**src/rtl/uart_pkg.sv**
```systemverilog
`default_nettype none
// ============================================================================
// Module      : uart_pkg
// Description : Shared types and constants for the UART transmit queue.
// Revision    : 1.0 - initial release
// ============================================================================
package uart_pkg;

    localparam int unsigned c_default_depth = 16;
    localparam int unsigned c_busy_timeout  = 4;
    localparam int unsigned c_tmo_w         = $clog2(c_busy_timeout) + 1;

    typedef enum logic [1:0] {
        ST_IDLE      = 2'd0,
        ST_LOAD      = 2'd1,
        ST_WAIT_BUSY = 2'd2,
        ST_WAIT_DONE = 2'd3
    } tx_state_e;

endpackage : uart_pkg
`default_nettype wire

```
**src/rtl/sync_fifo.sv**
```systemverilog
`default_nettype none
// ============================================================================
// Module      : sync_fifo
// Description : Single-clock FIFO with occupancy count; storage is not reset.
// Revision    : 1.0 - initial release
// ============================================================================
module sync_fifo
    import uart_pkg::*;
#(
    parameter int unsigned DEPTH = c_default_depth,
    parameter int unsigned WIDTH = 8
) (
    input  logic                     clk,
    input  logic                     rst,
    input  logic                     i_push,
    input  logic [WIDTH-1:0]         i_wdata,
    input  logic                     i_pop,
    output logic [WIDTH-1:0]         o_rdata,
    output logic                     o_full,
    output logic                     o_empty,
    output logic [$clog2(DEPTH):0]   o_count
);

    localparam int unsigned AW = $clog2(DEPTH);
    localparam int unsigned CW = AW + 1;

    logic [WIDTH-1:0] r_mem [DEPTH];
    logic [AW-1:0]    r_wr_ptr;
    logic [AW-1:0]    r_rd_ptr;
    logic [CW-1:0]    r_count;
    logic             w_full;
    logic             w_empty;
    logic             w_push_ok;
    logic             w_pop_ok;

    assign w_full    = (r_count == CW'(DEPTH));
    assign w_empty   = (r_count == '0);
    assign w_push_ok = i_push & ~w_full;
    assign w_pop_ok  = i_pop & ~w_empty;

    // DEPTH is a power of two, so pointers wrap by natural overflow.
    always_ff @(posedge clk) begin
        if (rst) begin
            r_wr_ptr <= '0;
            r_rd_ptr <= '0;
        end else begin
            if (w_push_ok) begin
                r_wr_ptr <= r_wr_ptr + AW'(1);
            end
            if (w_pop_ok) begin
                r_rd_ptr <= r_rd_ptr + AW'(1);
            end
        end
    end

    always_ff @(posedge clk) begin
        if (rst) begin
            r_count <= '0;
        end else begin
            case ({w_push_ok, w_pop_ok})
                2'b10:   r_count <= r_count + CW'(1);
                2'b01:   r_count <= r_count - CW'(1);
                default: r_count <= r_count;
            endcase
        end
    end

    always_ff @(posedge clk) begin
        if (w_push_ok) begin
            r_mem[r_wr_ptr] <= i_wdata;
        end
    end

    assign o_rdata = r_mem[r_rd_ptr];
    assign o_full  = w_full;
    assign o_empty = w_empty;
    assign o_count = r_count;

endmodule : sync_fifo
`default_nettype wire

```
**src/rtl/uart_tx_queue.sv**
```systemverilog
`default_nettype none
// ============================================================================
// Module      : uart_tx_queue
// Description : Byte queue feeding a serial shifter via a toggle handshake.
// Revision    : 1.0 - initial release
// ============================================================================
module uart_tx_queue
    import uart_pkg::*;
#(
    parameter int unsigned DEPTH = c_default_depth
) (
    input  logic                   clk,
    input  logic                   rst,
    input  logic                   wr_en,
    input  logic [7:0]             wr_data,
    output logic                   full,
    output logic                   empty,
    output logic [$clog2(DEPTH):0] count,
    output logic                   overflow,
    output logic                   busy,
    output logic [7:0]             tx_data,
    output logic                   tx_toggle,
    input  logic                   tx_done
);

    tx_state_e            r_state;
    tx_state_e            w_next_state;
    logic [c_tmo_w-1:0]   r_tmo_cnt;
    logic                 w_tmo_expired;
    logic                 w_load;
    logic                 w_in_wait_busy;
    logic [7:0]           w_head;
    logic                 w_full;
    logic                 w_empty;
    logic [7:0]           r_tx_data;
    logic                 r_tx_toggle;
    logic                 r_overflow;

    sync_fifo #(
        .DEPTH   (DEPTH),
        .WIDTH   (8)
    ) u_fifo (
        .clk     (clk),
        .rst     (rst),
        .i_push  (wr_en),
        .i_wdata (wr_data),
        .i_pop   (w_load),
        .o_rdata (w_head),
        .o_full  (w_full),
        .o_empty (w_empty),
        .o_count (count)
    );

    always_ff @(posedge clk) begin
        if (rst) begin
            r_state <= ST_IDLE;
        end else begin
            r_state <= w_next_state;
        end
    end

    always_comb begin
        w_next_state = r_state;
        case (r_state)
            ST_IDLE: begin
                if (!w_empty && tx_done) begin
                    w_next_state = ST_LOAD;
                end
            end
            ST_LOAD: begin
                w_next_state = ST_WAIT_BUSY;
            end
            ST_WAIT_BUSY: begin
                // A shifter that never reports busy is abandoned, not retried.
                if (!tx_done) begin
                    w_next_state = ST_WAIT_DONE;
                end else if (w_tmo_expired) begin
                    w_next_state = ST_IDLE;
                end
            end
            ST_WAIT_DONE: begin
                if (tx_done) begin
                    w_next_state = ST_IDLE;
                end
            end
            default: begin
                w_next_state = ST_IDLE;
            end
        endcase
    end

    always_comb begin
        w_load         = 1'b0;
        w_in_wait_busy = 1'b0;
        case (r_state)
            ST_LOAD:      w_load         = 1'b1;
            ST_WAIT_BUSY: w_in_wait_busy = 1'b1;
            default: begin
                w_load         = 1'b0;
                w_in_wait_busy = 1'b0;
            end
        endcase
    end

    assign w_tmo_expired = (r_tmo_cnt == c_tmo_w'(c_busy_timeout - 1));

    always_ff @(posedge clk) begin
        if (rst) begin
            r_tmo_cnt <= '0;
        end else if (w_in_wait_busy) begin
            r_tmo_cnt <= r_tmo_cnt + c_tmo_w'(1);
        end else begin
            r_tmo_cnt <= '0;
        end
    end

    // tx_data stays frozen between loads since the shifter reads it all frame.
    always_ff @(posedge clk) begin
        if (rst) begin
            r_tx_data   <= 8'h00;
            r_tx_toggle <= 1'b0;
            r_overflow  <= 1'b0;
        end else begin
            if (w_load) begin
                r_tx_data   <= w_head;
                r_tx_toggle <= ~r_tx_toggle;
            end
            if (wr_en && w_full) begin
                r_overflow <= 1'b1;
            end
        end
    end

    assign full      = w_full;
    assign empty     = w_empty;
    assign overflow  = r_overflow;
    assign busy      = (r_state != ST_IDLE) || !w_empty;
    assign tx_data   = r_tx_data;
    assign tx_toggle = r_tx_toggle;

endmodule : uart_tx_queue
`default_nettype wire

```
**config.mk**
```make
export PLATFORM = sky130hd
export DESIGN_NAME = uart_tx_queue
export DESIGN_NICKNAME = d
export VERILOG_FILES = /design/src/rtl/uart_pkg.sv /design/src/rtl/sync_fifo.sv /design/src/rtl/uart_tx_queue.sv
export SDC_FILE = /design/constraint.sdc
export NUM_CORES = 1
export LEC_CHECK = 0
export ABC_AREA = 1
export BUFFER_PORTS_ARGS = -buffer_cell sky130_fd_sc_hd__buf_4
export CORE_UTILIZATION = 50
export CTS_BUF_LIST = sky130_fd_sc_hd__clkbuf_2
export DETAILED_ROUTE_END_ITERATION = 8
export PLACE_DENSITY = 0.75
export SKIP_LAST_GASP = 1
export SYNTH_ARGS = -nofsm -noshare
export SYNTH_HDL_FRONTEND = slang
export SYNTH_SLANG_ARGS = --single-unit
```
**constraint.sdc**
```tcl
create_clock -name clk -period 2.5 [get_ports clk]
set_input_delay 0.25 -clock clk [delete_from_list [all_inputs] [get_ports clk]]
set_output_delay 0.25 -clock clk [all_outputs]
set_load 0.005 [all_outputs]
```
Word level (Yosys, flattened, before mapping)
Memories as Yosys holds them, arrays and structs flattened. A register that Yosys moved wholly into a read port is not among the register bits.
Index checks and enable logic that the tools add are counted.
- reduce and logical (&&, ||, !) cells: 10
- add/subtract/negate cells: 5
- multiplexer cells: 10
- equality and inequality tests: 10
- bitwise operators: 6
- operator list (cell ; number):
    $pmux 5 s2 ; 1
    $add 4x1->4 const B ; 2
    $mux 2 ; 4
    $pmux 2 s4 ; 1
    $eq 2x2->1 const B ; 3
    $add 5x1->5 const B ; 1
    $eq 5x5->1 const B ; 1
    $logic_not 5->1 ; 1
    $sub 5x1->5 const B ; 1
    $eq 2x1->1 const B ; 2
    $mux 1 ; 4
    $ne 2x2->1 const B ; 2
    $not 1->1 ; 4
    $reduce_bool 2->1 ; 2
    $add 3x1->3 const B ; 1
    $eq 3x2->1 const B ; 1
    $ne 3x3->1 const B ; 1
    $reduce_and 3->1 ; 1
    $and 1x1->1 ; 2
    $logic_and 1x1->1 ; 2
    $logic_not 2->1 ; 1
    $reduce_or 2->1 ; 1
    $logic_not 1->1 ; 1
    $logic_or 1x1->1 ; 1
- bits in registers: 20
- memories: 1
- output and inout bits: 18
- input bits: 12
- bits in writable memories: 128
- logic and storage cells: 49
- memory list (memory ; depth ; width ; rd ports ; clocked after memory_dff ; write ports ; RTL line ; RTL):
    u_fifo.r_mem ; 16 ; 8 ; 1 ; 1 ; 1 ; sync_fifo.sv:27 ; logic [WIDTH-1:0] r_mem [DEPTH];

Logic depth before layout (Yosys ltp)
- word-level depth: 5
- mapped depth: 16
- depth with buffers taken out: 15

Cells and area by module
Synthesis repeated with hierarchy kept, for this count alone.
- cell total of the unflattened synthesis: 558
- area, all modules: 6703.9 µm²
- by module, submodules not included (module ; cells each ; area an instance (µm²) ; instances ; seq. area each (µm²)):
    sync_fifo ; 478 ; 6099.6 ; 1 ; 4184.0
    uart_tx_queue ; 80 ; 604.3 ; 1 ; 300.3

Worst setup path after synthesis
OpenSTA, ideal clock, no wires.
- path kind: reg2reg
- from: register u_fifo.r_count[2], in the netlist u_fifo.o_count[2]
- to: register u_fifo.r_count[4], in the netlist u_fifo.o_count[4]
- buffers on the path: 1
- data required time: 2.368 ns
- stages on the path, launching flop included: 17
- setup slack: 0.476 ns
- period minus slack after synthesis: 2.024 ns
- arrival time: 1.892 ns
- library setup time: 0.132 ns
- cells stage by stage: dfxtp_1 > nor2_1 > nand4_1 > nand2_2 > inv_2 > ha_1 > buf_2 > xor2_1 > ha_1 > inv_1 > nand2_1 > nand3_1 > nand2_1 > nand2_1 > nand2_1 > nand2_1 > a21oi_1
- cells in the longest elaborated chain, start to end: 5
- elaborated cells between the ends (all ways): 12
- classes of those cells: 2 x add/sub; 3 x eq/ne; 1 x mux; 4 x bitwise; 2 x reduce/logical
- ends and longest elaborated chain (what ; RTL line ; RTL):
    start, declared ; sync_fifo.sv:30 ; logic [CW-1:0] r_count;
    start signal, assigned ; sync_fifo.sv:61 ; 2'b10: r_count <= r_count + CW'(1);
    start signal, assigned ; sync_fifo.sv:62 ; 2'b01: r_count <= r_count - CW'(1);
    start signal, assigned ; sync_fifo.sv:63 ; default: r_count <= r_count;
    $logic_not 5->1 * ; sync_fifo.sv:37 ; assign w_empty = (r_count == '0);
    $not 1->1 * ; sync_fifo.sv:39 ; assign w_pop_ok = i_pop & ~w_empty;
    $and 1x1->1 * ; sync_fifo.sv:39 ;
    named net u_fifo.w_pop_ok ; sync_fifo.sv:34 ; logic w_pop_ok;
    $eq 2x1->1 or $eq 2x2->1 (tied branches) ; sync_fifo.sv:60 ; case ({w_push_ok, w_pop_ok})
    $pmux 5 s2 or $reduce_bool 2->1 (tied branches) ; n/a ;
The timed path passes the listed nets; every way through them passes the cells marked *.
A chain may end at the register's enable or synchronous reset.

Final worst setup path
Same ends and word-level chain as after synthesis.

==> metrics.cfg <==
[pwr]
power.share.clock_pct = 20.3
power_switching_w = 0.00227
p_int_w = 0.00415
pwr-share-comb_pct = 31.3
powerDensity_nw_per_um2 = 867
finalPower_w = 0.00642
swShare_pct = 35.4
power_frac_seq_pct = 48.4
leakagePower_nw = 2.94
ir_drop_v = 0.000452

[routing]
vias = 4766
ant_nets = 0
drt-total-wl_mm = 14.5
viasPerCell = 5.43
dr.pass1.iters = 7
drc_errors = 0
drtIter0Drc = 309
wire_per_inst_um = 16.5

[setup_path]
ff2ff_path_depth = 15
end_kind = flip-flop
critPathArrivalTime_ns = 2.84
path_class = reg2reg
start_kind = flip-flop
crit_fanout = 6
crit_path_start = u_fifo.o_count[2]$_SDFFE_PP0P_
cp-endpoint = u_fifo.o_count[4]$_SDFFE_PP0P_
cp_data_required_time_ns = 3.15
r2r_end = u_fifo.o_count[4]$_SDFFE_PP0P_
r2r-start = u_fifo.o_count[2]$_SDFFE_PP0P_
r2r_slack_ns = 0.31

[floorplanning]
boundaryPins = 30
initial_core_util_pct = 52.0
die_width_um = 117
fp.dieArea_um2 = 13800
die_y_um = 117
rows = 41
core_area_um2 = 12800

[clock_network]
clk_pin_slew_worst_paths_ns = 0.23
cts_sinks = 156
cts_root_buffer = clkbuf_2
cts_buffers = 17
cts_tree = yes
cts_max_path_buffers = 2
post_cts_buffers = 0
htreeDepth = 4
insertion_delay_ns = 0.72

[timing]
fmax_mhz = 456
slew_headroom_pct = 53.1
setup_viol = 0
fin_tns_setup_ns = 0
hold_violations = 0
slew_viol_final = 0
fin_crit_ns = 2.19
rsz0062_at_grt = false
finClkSkew_ns = 0.0390
period_share_pct = 87.6
worstMarginPinSlew_ns = 0.700

[synthesis]
syn-cell-area_um2 = 6650
synthSimpleGateAreaFrac_pct = 23.4
synth.area.top_cells = edfxtp_1, nand2_1, nand3_1
avgSynthCellArea_um2 = 10.4
synth_fa_ha_area_share_pct = 1.88
yosysTopAreaCell = edfxtp_1
synth_cell_types = 23
synth.top_cell.area_share_pct = 57.8
yosys_register_bits = 156
syn_inst = 639
ys_seq_area_share_pct = 66.3
synth_compound_area_share_pct = 2.24
synth-xor-area-share_pct = 0.659
synth_top_family_by_area = simple AND/OR/NAND/NOR gates
yosysWarnings = 0
synth.net_count = 661
synth.area.mux_share_pct = 0

[layout]
final_cell_mix = nand2_1, edfxtp_1, nand3_1
regArea_um2 = 4410
nets = 714
fill_cells = 1033
multi_input_comb_area_um2 = 1880
diodes = 0
drive_gt1_share_pct = 14.8
fin_cells = 877
syn2layout_area_growth_pct = 11.4
final_common_cell = nand2_1

[place]
dpl.hpwl_mm = 9.44
portBuffers = 29
finalWeightedCongestion = 0.847
dp_cells = 833

[grt]
grt_max_degree = 67
overflow = 0
grt_first_pass_wirelength_mm = 23.4
track_usage_pct = 22.3
grt_pass1_vias = 4783
grt_antenna_before_repair = 0

[run]
maxCapViolCount = 0

[status]
status = completed

[worst_hold_path]
hp-class = in2reg

-- sequential cells by signal, indices dropped and copies added (netlist names) --
signal,cells
u_fifo.r_mem,128
tx_data,8
u_fifo.o_count,5
u_fifo.r_rd_ptr,4
u_fifo.r_wr_ptr,4
r_tmo_cnt,3
r_state,2
overflow,1
tx_toggle,1
-- worst min path at each step --
stage	slack, ns	end	from	cells past startpoint
finish	0.36	u_fifo.r_wr_ptr[3]$_SDFFE_PP0P_	rst	3
global route	0.30	u_fifo.r_rd_ptr[3]$_SDFFE_PP0P_	rst	3
CTS	0.29	u_fifo.r_wr_ptr[3]$_SDFFE_PP0P_	rst	3
detailed placement	0.43	r_tmo_cnt[0]$_SDFF_PP0_	r_tmo_cnt[0]$_SDFF_PP0_	1
global placement	0.41	r_tmo_cnt[0]$_SDFF_PP0_	r_tmo_cnt[0]$_SDFF_PP0_	1
floorplan	0.35	u_fifo.r_mem[0][0]$_DFFE_PP_	wr_data[0]	0
-- cells by family after synthesis --
kind of cell	count (synthesis)
AOI/OAI and AO/OA	29
xor gates and xnor gates	5
adders and majority gates	10
buffers and inverters	72
DFF	156
and+or+nand+nor	367
-- repair_timing --
item	in CTS	in global routing
endpoints found under the hold margin	147	0
hold buffers	12	0
resized for setup	0	3
setup endpoints to repair	0	1
-- routing by layer --
metal / part of all wire [%] / routed length (um) / global-route usage (%)
met1: 41 / 5940 / 26.5
met2: 48 / 6970 / 36.6
met3: 7.1 / 1020 / 6.37
met4: 3.9 / 558 / 12.0
met5: 0 / 0 / 0
-- cell type report --
| class | instances | share of cell area, % |
|---|---|---|
| clock inverters | 12 | 1.64 |
| flip-flops and latches | 156 | 59.5 |
| repair buffers | 64 | 7.06 |
| clock buffers | 20 | 1.35 |
| multi-input cells | 411 | 25.4 |
| well taps | 172 | 2.91 |
| inverters | 42 | 2.13 |
-- synthesized netlist by cell type, drive strengths merged --
cell type / number
inv: 42
a41oi: 1
a21oi: 18
nand4: 2
xnor2: 1
ha: 10
nand2: 207
nor2: 43
xor2: 4
edfxtp: 128
buf: 29
o21ai: 10
clkbuf: 1
nand3: 115
dfxtp: 28
-- metrics by stage --
stage	util (%)	setup slack, ns	instance area [um^2]	hold WS, ns
floorplan	-	0.476	6650	0.349
global placement	55.2	0.365	7050	0.407
detailed placement	55.2	0.271	7050	0.435
CTS	57.9	0.183	7390	0.294
global route	58.0	0.0633	7400	0.299
finish	58.0	0.309	7400	0.361
-- worst max-delay path, stage by stage, from the launching register on --
cell and delay (ns):
dfxtp_2 0.41, nor2_1 0.18, nand4_1 0.16, nand2_2 0.15, inv_2 0.07, ha_2 0.24
xor2_2 0.16, ha_1 0.16, inv_1 0.03, nand2_1 0.09, nand3_1 0.11, nand2_1 0.08
nand2_1 0.05, nand2_1 0.06, nand2_1 0.05, a21oi_1 0.11
-- power groups by stage --
stage                     sequential [W]  combinational (W)  clock [W]
after floorplan                  0.00314            0.00142          0
after global placement           0.00314            0.00189          0
after detailed placement         0.00316            0.00197          0
after CTS                        0.00310            0.00200    0.00133
after global routing             0.00313            0.00223    0.00144
final                            0.00310            0.00201    0.00130
Note: power is estimated with default switching activity, not from simulation.
